### src/rtl/clock_pkg.sv
// ============================================================================
// Module : clock_pkg
// Brief  : Shared state encodings, field limits and wrap helpers for the clock.
// Rev    : 1.0  initial release
// ============================================================================
`default_nettype none

package clock_pkg;

    typedef logic [1:0] state_t;

    // State encoding doubles as the edit_field encoding.
    localparam state_t ST_RUN      = 2'd0;
    localparam state_t ST_SET_HOUR = 2'd1;
    localparam state_t ST_SET_MIN  = 2'd2;
    localparam state_t ST_SET_SEC  = 2'd3;

    localparam logic [1:0] EF_NONE   = 2'd0;
    localparam logic [1:0] EF_HOUR   = 2'd1;
    localparam logic [1:0] EF_MINUTE = 2'd2;
    localparam logic [1:0] EF_SECOND = 2'd3;

    localparam logic [4:0] HOUR_MAX = 5'd23;
    localparam logic [5:0] MIN_MAX  = 6'd59;
    localparam logic [5:0] SEC_MAX  = 6'd59;

    function automatic logic [4:0] wrap_inc5(input logic [4:0] v, input logic [4:0] max);
        return (v == max) ? 5'd0 : v + 5'd1;
    endfunction

    function automatic logic [5:0] wrap_inc6(input logic [5:0] v, input logic [5:0] max);
        return (v == max) ? 6'd0 : v + 6'd1;
    endfunction

endpackage

`default_nettype wire

### src/rtl/btn_edge.sv
// ============================================================================
// Module : btn_edge
// Brief  : Two-flop synchronizer plus rising-edge detector for a push button.
// Rev    : 1.0  initial release
// ============================================================================
`default_nettype none

module btn_edge (
    input  logic clock,
    input  logic reset,
    input  logic i_btn,
    output logic o_press
);

    logic r_sync1;
    logic r_sync2;
    logic r_prev;

    always_ff @(posedge clock) begin
        if (reset) begin
            r_sync1 <= 1'b0;
            r_sync2 <= 1'b0;
            r_prev  <= 1'b0;
        end else begin
            r_sync1 <= i_btn;
            r_sync2 <= r_sync1;
            r_prev  <= r_sync2;
        end
    end

    // Derived only from flops; a held button gives a single cycle pulse.
    assign o_press = r_sync2 & ~r_prev;

endmodule

`default_nettype wire

### src/rtl/clock_set_ctrl.sv
// ============================================================================
// Module : clock_set_ctrl
// Brief  : One-second prescaler, HH:MM:SS counter and two-button set-mode FSM.
// Rev    : 1.0  initial release
// ============================================================================
`default_nettype none

module clock_set_ctrl
    import clock_pkg::*;
#(
    parameter int TICK_DIV = 65536
) (
    input  logic       clock,
    input  logic       reset,
    input  logic       btn_mode,
    input  logic       btn_inc,
    output logic [4:0] hour,
    output logic [5:0] minute,
    output logic [5:0] second,
    output logic [1:0] edit_field,
    output logic       blink,
    output logic       second_tick
);

    localparam int                c_PW         = $clog2(TICK_DIV);
    localparam logic [c_PW-1:0] c_PRESC_LAST = c_PW'(TICK_DIV - 1);
    localparam logic [c_PW-1:0] c_PRESC_HALF = c_PW'(TICK_DIV / 2 - 1);

    logic [c_PW-1:0] r_presc;
    state_t          r_state;
    logic [4:0]      r_hour;
    logic [5:0]      r_min;
    logic [5:0]      r_sec;
    logic            r_phase;
    logic            r_blink;
    logic            r_tick;

    logic [c_PW-1:0] w_presc_nxt;
    state_t          w_state_nxt;
    logic [4:0]      w_hour_nxt;
    logic [5:0]      w_min_nxt;
    logic [5:0]      w_sec_nxt;
    logic            w_phase_nxt;
    logic            w_wrap;
    logic            w_half;
    logic            w_press_mode;
    logic            w_press_inc;

    btn_edge u_btn_mode (
        .clock   (clock),
        .reset   (reset),
        .i_btn   (btn_mode),
        .o_press (w_press_mode)
    );

    btn_edge u_btn_inc (
        .clock   (clock),
        .reset   (reset),
        .i_btn   (btn_inc),
        .o_press (w_press_inc)
    );

    assign w_wrap = (r_presc == c_PRESC_LAST);
    assign w_half = (r_presc == c_PRESC_HALF);

    always_comb begin
        w_presc_nxt = w_wrap ? '0 : r_presc + c_PW'(1);
        w_phase_nxt = r_phase ^ (w_wrap | w_half);
        w_state_nxt = r_state;
        w_hour_nxt  = r_hour;
        w_min_nxt   = r_min;
        w_sec_nxt   = r_sec;

        case (r_state)
            ST_RUN: begin
                if (w_wrap) begin
                    w_sec_nxt = wrap_inc6(r_sec, SEC_MAX);
                    if (r_sec == SEC_MAX) begin
                        w_min_nxt = wrap_inc6(r_min, MIN_MAX);
                        if (r_min == MIN_MAX) begin
                            w_hour_nxt = wrap_inc5(r_hour, HOUR_MAX);
                        end
                    end
                end
                if (w_press_mode) begin
                    w_state_nxt = ST_SET_HOUR;
                end
            end
            ST_SET_HOUR: begin
                if (w_press_mode) begin
                    w_state_nxt = ST_SET_MIN;
                end else if (w_press_inc) begin
                    w_hour_nxt = wrap_inc5(r_hour, HOUR_MAX);
                end
            end
            ST_SET_MIN: begin
                if (w_press_mode) begin
                    w_state_nxt = ST_SET_SEC;
                end else if (w_press_inc) begin
                    w_min_nxt = wrap_inc6(r_min, MIN_MAX);
                end
            end
            ST_SET_SEC: begin
                // Leaving set mode restarts the second so the first RUN tick is a full period away.
                if (w_press_mode) begin
                    w_state_nxt = ST_RUN;
                    w_presc_nxt = '0;
                    w_phase_nxt = 1'b0;
                end else if (w_press_inc) begin
                    w_sec_nxt = wrap_inc6(r_sec, SEC_MAX);
                end
            end
            default: begin
                w_state_nxt = ST_RUN;
            end
        endcase
    end

    always_ff @(posedge clock) begin
        if (reset) begin
            r_presc <= '0;
            r_state <= ST_RUN;
            r_hour  <= 5'd0;
            r_min   <= 6'd0;
            r_sec   <= 6'd0;
            r_phase <= 1'b0;
            r_blink <= 1'b0;
            r_tick  <= 1'b0;
        end else begin
            r_presc <= w_presc_nxt;
            r_state <= w_state_nxt;
            r_hour  <= w_hour_nxt;
            r_min   <= w_min_nxt;
            r_sec   <= w_sec_nxt;
            r_phase <= w_phase_nxt;
            r_blink <= w_phase_nxt & (w_state_nxt != ST_RUN);
            r_tick  <= w_wrap;
        end
    end

    assign hour        = r_hour;
    assign minute      = r_min;
    assign second      = r_sec;
    assign edit_field  = r_state;
    assign blink       = r_blink;
    assign second_tick = r_tick;

endmodule

`default_nettype wire

### config.mk
export PLATFORM = sky130hd
export DESIGN_NAME = clock_set_ctrl
export DESIGN_NICKNAME = d
export VERILOG_FILES = /design/src/rtl/clock_pkg.sv /design/src/rtl/btn_edge.sv /design/src/rtl/clock_set_ctrl.sv
export SDC_FILE = /design/constraint.sdc
export NUM_CORES = 1
export LEC_CHECK = 0
export ABC_AREA = 1
export CORE_ASPECT_RATIO = 1.2
export CORE_MARGIN = 2
export CORE_UTILIZATION = 45
export CTS_CLUSTER_DIAMETER = 50
export DETAILED_ROUTE_END_ITERATION = 12
export PLACE_DENSITY = 0.69
export SLEW_MARGIN = 25
export SYNTH_ARGS = -nofsm -noshare
export SYNTH_HDL_FRONTEND = slang
export SYNTH_HIERARCHICAL = 1
export SYNTH_SLANG_ARGS = --single-unit
### constraint.sdc
create_clock -name clock -period 5.1 [get_ports clock]
set_clock_uncertainty 0.2 [all_clocks]
set_input_delay 0.51 -clock clock [delete_from_list [all_inputs] [get_ports clock]]
set_output_delay 0.51 -clock clock [all_outputs]
set_load 0.05 [all_outputs]
; ---- Word level (Yosys, flattened, before mapping)
; Cells that the tools add are included.
[word_totals]
romBits = 0
latch_bits = 0
input_bits = 4
elab_cells = 78
mem_count = 0
register_bits = 44
output_inout_bits = 21
ramBits = 0
[classes]
eq_ne = 17
div = 0
shift = 0
reduce_logical = 8
muxes = 28
bitwise = 7
add_sub_neg = 4
order_cmp = 0
n_mul = 0
[op_table]
columns = cell, n
row1 = two-way mux 6 bit, 9
row2 = two-way mux 16 bit, 3
row3 = two-way mux 5 bit, 6
row4 = one-hot mux 6 bit (2 select lines), 2
row5 = adder 16 x 1 -> 16 bit (second input constant), 1
row6 = equality test 16 x 15 -> 1 bit (second input constant), 1
row7 = equality test 16 bit (second input constant), 1
row8 = adder 6 x 1 -> 6 bit (second input constant), 2
row9 = equality test 6 bit (second input constant), 2
row10 = != test 2 bit (second input constant), 6
row11 = one-hot mux 5 bit (2 select lines), 1
row12 = two-way mux 2 bit, 4
row13 = one-hot mux 2 bit (4 select lines), 1
row14 = nonzero test 2 bit, 4
row15 = != test 2 x 1 -> 1 bit (second input constant), 3
row16 = AND reduction 6 bit, 1
row17 = adder 5 x 1 -> 5 bit (second input constant), 1
row18 = equality test 5 bit (second input constant), 1
row19 = AND reduction 5 bit, 1
row20 = equality test 2 bit (second input constant), 2
row21 = AND reduction 4 bit, 1
row22 = bitwise AND 1 bit, 3
row23 = equality test 2 x 1 -> 1 bit (second input constant), 1
row24 = zero test 2 bit, 1
row25 = other kinds (4), 6

; ---- Longest topological paths before layout
; Gate-level depths: netlist (run 1).
[depth]
word_depth = 6
mapped_depth = 11
mapped_depth_nobuf = 11

; ---- Modules after synthesis
; The synthesis (run 1) kept the hierarchy.
[modules_own_cells]
columns = module, area_per_inst_um2, instances, seq_area_each_um2, cells_per_inst
row1 = clock_set_ctrl, 2015.7, 1, 760.7, 278
row2 = btn_edge, 86.3, 2, 60.1, 10

; ---- Worst setup path after synthesis (run 1)
; OpenSTA, ideal clock, no wires.
[synth_path]
path_kind = register to register
from = reg r_min[0] (netlist: minute[0])
to = reg r_hour[1] (netlist: hour[1])
period_less_slack_ns = 2.028
slack_ns = 3.072
t_arrival_ns = 1.703
stages_incl_launch_ff = 9
path_buffers = 0
setup_time_ns = 0.125
required_ns = 4.775
path_cell_list = dfxtp_1 > ha_1 > nand2_1 > nor3_4 > nor2_2 > nor2_4 > nand3_1 > nand2_1 > nor2_2
[synth_between]
elab_chain_cells = 3
[synth_lines]
columns = element, line
row1 = start: declaration, clock_set_ctrl.sv:32  ; logic [5:0] r_min;
row2 = start signal: assignment, clock_set_ctrl.sv:133  ; r_min <= w_min_nxt;
row3 = equality test 6 bit, clock_set_ctrl.sv:80  ; if (r_min == MIN_MAX) begin
row4 = != test 2 bit (no source line), --
row5 = AND reduction 6 bit (no source line), --
row6 = end signal: assignment, clock_set_ctrl.sv:132  ; r_hour <= w_hour_nxt;
row7 = end: declaration, clock_set_ctrl.sv:31  ; logic [4:0] r_hour;
; No other way between the ends.
; A chain may end at the register's enable or synchronous reset.

==> metrics.txt, run 1 <==
fmax=0.3951 GHz; Power, Total=670.2 µW; Syn Inst Count=298; crit end category=flip-flop; CTS Buf Count=5; Mean Syn Cell Area=approximately 7.3 µm²; Buf/Inv on CP=4; Max Root-Sink Buffers=2; synth warn=6; launching point of the worst reg2reg path=r_presc[0]$_SDFF_PP0_; critical hold path startpoint=u_btn_mode/r_sync1$_SDFF_PP0_; clk sink count=44; GR Util All Layers=16.34%; HP Class=flip-flop to flip-flop; die area=0.005439 mm²; Post-Place Cells=about 380; Netlist cell types=30; critical path required time=slightly above 5 ns; grt total ovfl=0; share of cells above drive strength 1=11.96%; Hold Vio Cnt, Final=0; pre-CTS setup slack=roughly 2.2 ns; Seq. cell area=880.8 µm²; flop-to-flop setup slack=3.17 ns; remaining antenna violation count=0; CP cell instances=clkdlybuf4s50_1 > inv_1 > o21ai_0 > inv_1 > nand2_2 > inv_2 > o21ai_1 > a21oi_1; total leakage power=1.100 nW; Antenna diodes=0; DIE HEIGHT=between 80 and 90 µm; Synthesized Nets=between 300 and 400; area of the mapped netlist=0.002188 mm²; post-synthesis sequential area ratio=between 40% and 50%; pins over their slew limit=0; Final Non-Filler Cells=384; Final WS setup=2.569 ns; first-pass GRT wire length=6.893 mm; gpl congestion=0.8528; drt drc=0; antenna violations before repair=0; Final Cycle Share=between 40% and 50%; commonest non-fill, non-tap cell in the layout=nand2_1; Pwr Density=257.0 mW/mm²; Worst slew margin=between 30% and 40%; Critical Path Max Stage Delay=1.10 ns; post-route minimum period=2.531 ns; Worst setup SP type=input pin; Hold Worst Slack=between 0.2 and 0.25 ns; commonest non-fill, non-tap cells in the layout=59 x nand2_1, 44 x dfxtp_1, 39 x nor2_1, 36 x inv_1, 32 x a21oi_1; CTS clk-pin slew, worst paths=0.08 ns; CTS tree=yes; wire per inst=10.23 µm; clk_lat worst skew=0.29 ns; port bufs=24; run status=complete, no violations; critical path class=input pin to flip-flop; most frequent CP cell=inv_1; IO Count=25; postcts setup bufs=0; fin nets=333; H-tree depth=2; post-CTS resize count=0; vias=1,856; clk root buf=clkbuf_8; Syn-to-layout area delta=19.15%; vias per inst=between 4 and 5; vias in the first global route=1,701; peak supply drop=0.2040 mV; worst-margin pin slew=approximately 0.96 ns; Synth Register Bits=44; fill cell count=453; CP startpoint=reset; total wire length=3.929 mm; Worst EP arrival=2.51 ns; core box area=~0.0046 mm²; HPWL after DPL=2.912 mm; Multi-input gate area=0.001141 mm²; Max-cap violations=0; sum of negative setup slack=0 ns; Final Setup Violations=0; Critical Path Fanout Max=26; Initial Utilization=a little under half; hold buffer count at CTS=0; slowest stage cell, crit path=clkdlybuf4s50_1; Pre-antenna DRT Iters=4; RSZ-0062 raised after global routing=false; largest net degree at the start of global routing=27; # rows=27; First DRT Iteration DRCs=between 100 and 150; Die X-Extent=67.66 µm; CP delay by family, top=buffers and inverters
[per-stage QoR]
| step | area [µm²] | utilization (%) |
|---|---|---|
| 3_5_place_dp | 2481 | 53.61 |
| 5_1_grt | 2608 | 56.34 |
| 6_report | 2608 | 56.34 |
| 4_1_cts | 2608 | 56.34 |
| 3_3_place_gp | 2481 | 53.61 |
| 2_1_floorplan | 2188 | - |
[worst reg2reg max path, cell delays in order, from the launching register on]
cell and delay (ns):
dfxtp_1 0.38, ha_1 0.20, nand2_2 0.08, nor2_4 0.14, nand2_4 0.12, nor2_8 0.15
inv_2 0.07, nand2_2 0.20, inv_2 0.09, o21ai_1 0.11, a21oi_1 0.09
[synthesized netlist by cell type (all sizes together)]
master,number,area share (%)
inv,39,6.7
xnor2,3,1.2
nor3b,1,0.34
nand2,70,14
nor2,49,12
nand4,6,1.7
o21ai,7,2.3
clkbuf,2,0.34
ha,4,2.3
o21a,1,0.34
buf,2,0.57
a21oi,32,7.3
dfxtp,44,40
xor2,6,2.4
nor3,4,1.4
nand3,24,5.7
or2,3,0.86
o22ai,1,0.29
[per-layer routing]
metal,up-vias,global-route usage [%],share of wire (%)
met3,10,3.081,2.7
met1,820,18.77,44
met2,21,28.53,51
met4,0,7.551,1.9
met5,-,0,0
li1,1005,-,-
[layout make-up]
cell class / instances / share of cell area (%)
Tap cell: 58 / 2.783
Sequential cell: 44 / 33.78
Inverter: 39 / 5.614
Clock buffer: 7 / 3.695
Timing Repair Buffer: 24 / 9.213
Clock inverter: 1 / 1.152
Multi-Input combinational cell: 211 / 43.76
[logic make-up (layout without fill, tap and decap cells)]
group / Yosys count / in the layout / synth area share, %
xor gates and xnor gates: 9 / 9 / 3.602
AOI/OAI and AO/OA: 41 / 41 / 10.23
and+or+nand+nor: 157 / 157 / 36.02
DFF: 44 / 44 / 40.25
adders and majority gates: 4 / 4 / 2.287
buffers and inverters: 43 / 71 / 7.604
[sequential cells by signal (all words and copies together) (netlist names), 2 cells and up]
| signal | cells |
|---|---|
| edit_field | 2 |
| hour | 5 |
| minute | 6 |
| r_presc | 16 |
| second | 6 |
[report_power, final]
part / switching (mW) / internal (mW)
Clock: 0.114 / 0.173
Combinational: 0.0208 / 0.0106
Sequential: 0.00433 / 0.348
[final timing paths]
path / to / cells after the start
max: r_presc[13]$_SDFF_PP0_ / 8
min: u_btn_mode/r_sync2$_SDFF_PP0_ / 2
max reg2reg: r_presc[13]$_SDFF_PP0_ / 10
min reg2reg: u_btn_mode/r_sync2$_SDFF_PP0_ / 2
Note: power is estimated with default switching activity, not from simulation.
==> run 2, diff against run 1 <==
clock period = 2.4 ns   (was 5.1 ns; I/O delays follow)
==> run 2 against run 1 <==
Compared with the run above:
- die area did not move
- power rose by 94%
- first-iteration DRC count fell by 9.4%
- sequential share of layout area rose by 0.28 points
- setup slack got worse by 2.4 ns
- final area fell by 0.82%
- non-clock buffer count rose by 1
- critical path type is now flip-flop to output port
- worst hold slack improved by 0.0039 ns
==> metrics.txt, run 2 (synthesis gave the netlist of run 1 again) <==
CTS clk-pin slew, worst paths=0.08 ns (about the same); Worst setup SP type=flip-flop (was input pin); hold buffer count at CTS=0 (unchanged); postcts setup bufs=0 (unchanged); pins over their slew limit=0 (unchanged); CP delay by family, top=buffers and inverters (unchanged); Most flops, register=r_presc (unchanged); slowest stage cell, crit path=clkdlybuf4s50_1 (unchanged); gpl congestion=0.7677 (was 0.8528); Max-cap violations=0 (unchanged); die area=0.005439 mm² (unchanged); CTS tree=yes (unchanged); vias=1,913 (was 1,856); clk root buf=clkbuf_8 (unchanged); WHS Path Cells=2 (unchanged); CTS Buf Count=5 (unchanged); Crit path depth=1 (was 8); clk sink count=44 (unchanged); crit end category=output port (was flip-flop); DIE HEIGHT=80.39 µm (unchanged); post-layout util=55.88% (was 56.34%); remaining antenna violation count=0 (unchanged); critical path required time=1.96 ns (was 5.08 ns); HP Class=flip-flop to flip-flop (unchanged); post-route minimum period=between 2 and 2.5 ns; antenna violations before repair=0 (unchanged); commonest non-fill, non-tap cells in the layout=59 x nand2_1, 44 x dfxtp_1, 39 x nor2_1, 36 x inv_1, 32 x a21oi_1 (unchanged); IO Count=25 (unchanged); Syn-to-layout area delta=18.18% (was 19.15%); run status=complete, no violations (unchanged); First DRT Iteration DRCs=96 (was 106); vias in the first global route=1,741 (was 1,701); HPWL after DPL=2.973 mm (was 2.912 mm); Worst EP arrival=1.75 ns (was 2.51 ns); GR Util All Layers=17.10% (was 16.34%); total leakage power=1.084 nW (was 1.100 nW); drt drc=0 (unchanged); post-CTS resize count=0 (unchanged); reg2reg path depth=10 (unchanged); Final Cycle Share=91.12%; critical path class=flip-flop to output port (was input pin to flip-flop); largest net degree at the start of global routing=26 (was 27); Die X-Extent=67.66 µm (unchanged); Pre-antenna DRT Iters=4 (unchanged); grt total ovfl=0 (unchanged); Hold Vio Cnt, Final=0 (unchanged); core box area=0.004628 mm² (unchanged); fill cell count=458 (was 453); peak supply drop=0.3673 mV (was 0.2040 mV); CP cell instances=clkdlybuf4s50_1 (was clkdlybuf4s50_1 > inv_1 > o21ai_0 > inv_1 > nand2_2 > inv_2 > o21ai_1 > a21oi_1); Worst slew margin=66.92% (was 35.72%); clk_lat worst skew=0.29 ns (about the same); wire per inst=10.47 µm (was 10.23 µm); vias per inst=4.969 (was 4.833); flop-to-flop setup slack=0.50 ns (was 3.17 ns); Initial Utilization=47.28% (unchanged); sum of negative setup slack=0 ns (unchanged); worst-margin pin slew=0.4946 ns (was 0.9611 ns); fmax=0.4573 GHz; first-pass GRT wire length=7.169 mm (was 6.893 mm); commonest non-fill, non-tap cell in the layout=nand2_1 (unchanged); RSZ-0062 raised after global routing=false (unchanged); # rows=27 (unchanged); share of cells above drive strength 1=12.23% (was 11.96%); Final Setup Violations=0 (unchanged); Antenna diodes=0 (unchanged); fin nets=334 (was 333); port bufs=24 (unchanged); Pwr Density=502.6 mW/mm² (was 257.0 mW/mm²); Buf/Inv on CP=1 (was 4); Max Root-Sink Buffers=2 (unchanged); Critical Path Fanout Max=10 (was 26); number of flip-flops in the largest register=16 (unchanged); total wire length=4.032 mm (was 3.929 mm); Critical Path Max Stage Delay=0.88 ns (was 1.10 ns); H-tree depth=2 (unchanged)
-- run 2: cell types whose count changed in the layout (fill, tap and decap cells not counted), sizes merged --
cell	change
buf	+1
clkinvlp	+2
clkbuf	-1
bufinv	-1
-- run 2: path summary, 6_finish.rpt --
kind	startpoint	end
max	edit_field[0]$_SDFF_PP0_	edit_field[0]
min reg2reg	u_btn_inc/r_sync1$_SDFF_PP0_	u_btn_inc/r_sync2$_SDFF_PP0_
min	u_btn_inc/r_sync1$_SDFF_PP0_	u_btn_inc/r_sync2$_SDFF_PP0_
max reg2reg	r_presc[0]$_SDFF_PP0_	r_presc[13]$_SDFF_PP0_
-- run 2: where the power goes --
part	switching (mW)	internal (mW)	leakage, nW	total (mW)
logic	0.0457	0.0236	0.684	0.0694
clock network	0.249	0.233	0.0434	0.482
registers	0.00915	0.739	0.356	0.748
total	0.304	0.996	1.08	1.30
-- run 2: final cells by class --
type,count,area [µm²],share of cell area [%]
Tap cell,58,72.57,2.806
Sequential cell,44,880.8,34.06
Clock buffer,6,82.58,3.193
Multi-Input combinational cell,211,1141,44.12
Clock inverter,2,15.01,0.5806
Timing Repair Buffer,25,247.7,9.579
Inverter,39,146.4,5.660
-- run 2: per-stage QoR --
step / setup slack (ns) / power (mW) / instances / hold slack (ns) / instance area (µm²)
after floorplan: 0.3717 / 0.8160 / 298 / 0.1112 / 2188
after global placement: 0.5530 / 0.8337 / 377 / 0.1891 / 2489
after detailed placement: 0.4953 / 0.8358 / 377 / 0.1946 / 2489
after CTS: 0.1906 / 1.323 / 385 / 0.2065 / 2586
after global routing: 0.1476 / 1.357 / 385 / 0.2286 / 2586
final: 0.2131 / 1.300 / 385 / 0.2058 / 2586
-- run 2: per-layer routing --
layer  GRT usage [%]  part of all wire, %
met1           19.41                   45
met5               0                    0
met4           6.735                  1.8
met2           30.00                   51
met3           4.202                  2.8
==> run 3, diff against run 2 <==
clock period = 2.5 ns   (was 2.4 ns; I/O delays follow)
==> run 3 against run 2 <==
Compared with the run above:
- global-route usage decreased by 0.087 points
- count of clock-buffer cells in the layout is the same
- critical path depth stayed put
- sequential power decreased by 4.0%
- first-iteration DRC count rose by 9.4%
- flip-flop and latch count unchanged
- register-to-register slack better by 0.12 ns
- via count decreased by 3.9%
- setup slack gained 0.12 ns
- critical path type unchanged
- critical endpoint unchanged
- largest power group unchanged
- highest routed layer unchanged
==> metrics.txt, run 3 (synthesis gave the netlist of run 1 again) <==
Placed Area=0.002489 mm² (unchanged); Most flops, register=r_presc (unchanged); Final Setup Violations=0 (unchanged); fmax=0.4618 GHz; WHS Path Cells=2 (unchanged); Worst setup SP type=flip-flop (unchanged); Syn-to-layout area delta=18.64% (was 18.18%); worst-margin pin slew=0.4931 ns (was 0.4946 ns); run status=complete, no violations (unchanged); antenna violations before repair=0 (unchanged); total leakage power=1.095 nW (was 1.084 nW); crit end category=output port (unchanged); Hold Vio Cnt, Final=0 (unchanged); core box area=0.004628 mm² (unchanged); RSZ-0062 raised after global routing=false (unchanged); pins over their slew limit=0 (unchanged); GR Util All Layers=17.02% (was 17.10%); reg2reg path depth=10 (unchanged); post-route minimum period=2.166 ns; Worst EP arrival=1.72 ns (was 1.75 ns); fill cell count=448 (was 458); # rows=27 (unchanged); fin area=0.002596 mm² (was 0.002586 mm²); Max-cap violations=0 (unchanged); post-CTS resize count=0 (unchanged); largest net degree at the start of global routing=26 (unchanged); Critical Path Max Stage Delay=0.88 ns (about the same); launching point of the worst reg2reg path=r_presc[0]$_SDFF_PP0_ (unchanged); H-tree depth=2 (unchanged); remaining antenna violation count=0 (unchanged); Initial Utilization=47.28% (unchanged); clk_lat worst skew=0.29 ns (about the same); Worst slew margin=67.02% (was 66.92%); Max Root-Sink Buffers=2 (unchanged); Power, Total=1.312 mW (was 1.300 mW); critical path required time=2.05 ns (was 1.96 ns); post-layout util=56.10% (was 55.88%); share of cells above drive strength 1=11.93% (was 12.23%); sum of negative setup slack=0 ns (unchanged); CTS clk-pin slew, worst paths=0.08 ns (about the same); Die X-Extent=67.66 µm (unchanged); drt drc=0 (unchanged); first-pass GRT wire length=7.155 mm (was 7.169 mm); Final Cycle Share=between 80 and 90%; commonest non-fill, non-tap cells in the layout=59 x nand2_1, 44 x dfxtp_1, 39 x nor2_1, 36 x inv_1, 32 x a21oi_1 (unchanged); First DRT Iteration DRCs=105 (was 96); Pwr Density=505.3 mW/mm² (was 502.6 mW/mm²); number of flip-flops in the largest register=16 (unchanged); DIE HEIGHT=80.39 µm (unchanged); clk sink count=44 (unchanged); CP delay by family, top=buffers and inverters (unchanged); flop-to-flop setup slack=0.62 ns (was 0.50 ns); port bufs=24 (unchanged); gpl congestion=0.7637 (was 0.7677); total wire length=3.967 mm (was 4.032 mm); Critical Path Fanout Max=10 (unchanged); hold buffer count at CTS=0 (unchanged); HP Class=flip-flop to flip-flop (unchanged); grt total ovfl=0 (unchanged); vias in the first global route=1,740 (was 1,741); IO Count=25 (unchanged); peak supply drop=0.3460 mV (was 0.3673 mV); critical path class=flip-flop to output port (unchanged); Pre-antenna DRT Iters=4 (unchanged); commonest non-fill, non-tap cell in the layout=nand2_1 (unchanged); CP cell instances=clkdlybuf4s50_1 (unchanged); Hold Path End=u_btn_inc/r_sync2$_SDFF_PP0_ (unchanged); critical hold path startpoint=u_btn_inc/r_sync1$_SDFF_PP0_ (unchanged); die area=0.005439 mm² (unchanged); HPWL after DPL=2.954 mm (was 2.973 mm); CTS tree=yes (unchanged); wire per inst=10.30 µm (was 10.47 µm); vias per inst=4.777 (was 4.969); postcts setup bufs=0 (unchanged); vias=1,839 (was 1,913); CTS Buf Count=5 (unchanged); slowest stage cell, crit path=clkdlybuf4s50_1 (unchanged); Crit Reg-Reg Endpoint=r_presc[13]$_SDFF_PP0_ (unchanged); fin nets=334 (unchanged); Antenna diodes=0 (unchanged); Buf/Inv on CP=1 (unchanged); clk root buf=clkbuf_8 (unchanged)
run 3: power by group:
part           switching, mW  internal (mW)  total [mW]
Clock                  0.231          0.296       0.527
Combinational         0.0435         0.0226      0.0661
Sequential           0.00863          0.710       0.718
run 3: cell type report:
| cell class | count | area (µm²) | area share (%) |
|---|---|---|---|
| clock buffers | 6 | 72.57 | 2.795 |
| clock inverters | 2 | 35.03 | 1.349 |
| inverters | 39 | 146.4 | 5.639 |
| multi-input cells | 211 | 1141 | 43.95 |
| flip-flops and latches | 44 | 880.8 | 33.93 |
| well taps | 58 | 72.57 | 2.795 |
| repair buffers | 25 | 247.7 | 9.542 |
run 3: how the worst max path moves through the flow:
stage                        endpoint                     start  slack, ns  cells past startpoint
6_report                edit_field[0]  edit_field[0]$_SDFF_PP0_       0.33                      1
5_1_grt                 edit_field[0]  edit_field[0]$_SDFF_PP0_       0.25                      1
4_1_cts                 edit_field[0]  edit_field[0]$_SDFF_PP0_       0.32                      1
3_5_place_dp   r_presc[13]$_SDFF_PP0_     r_presc[0]$_SDFF_PP0_       0.61                     10
3_3_place_gp            edit_field[0]  edit_field[0]$_SDFF_PP0_       0.65                      1
2_1_floorplan    hour[1]$_SDFFE_PP0P_    minute[0]$_SDFFE_PP0P_       0.47                      8
run 3: metrics by stage:
stage	hold slack, ns	cells	setup WS, ns
after floorplan	0.1212	298	0.4717
after global placement	0.1888	377	0.6467
after detailed placement	0.1985	377	0.6077
after CTS	0.2099	385	0.3188
after global routing	0.2400	385	0.2514
final	0.2110	385	0.3344
run 3: layer usage:
metal,GRT usage [%],share of wire (%),vias to the layer above
li1,-,-,1000
met1,19.67,45,814
met2,30.00,51,20
met3,4.622,2.7,5
met4,4.898,1.2,0
met5,0,0,-
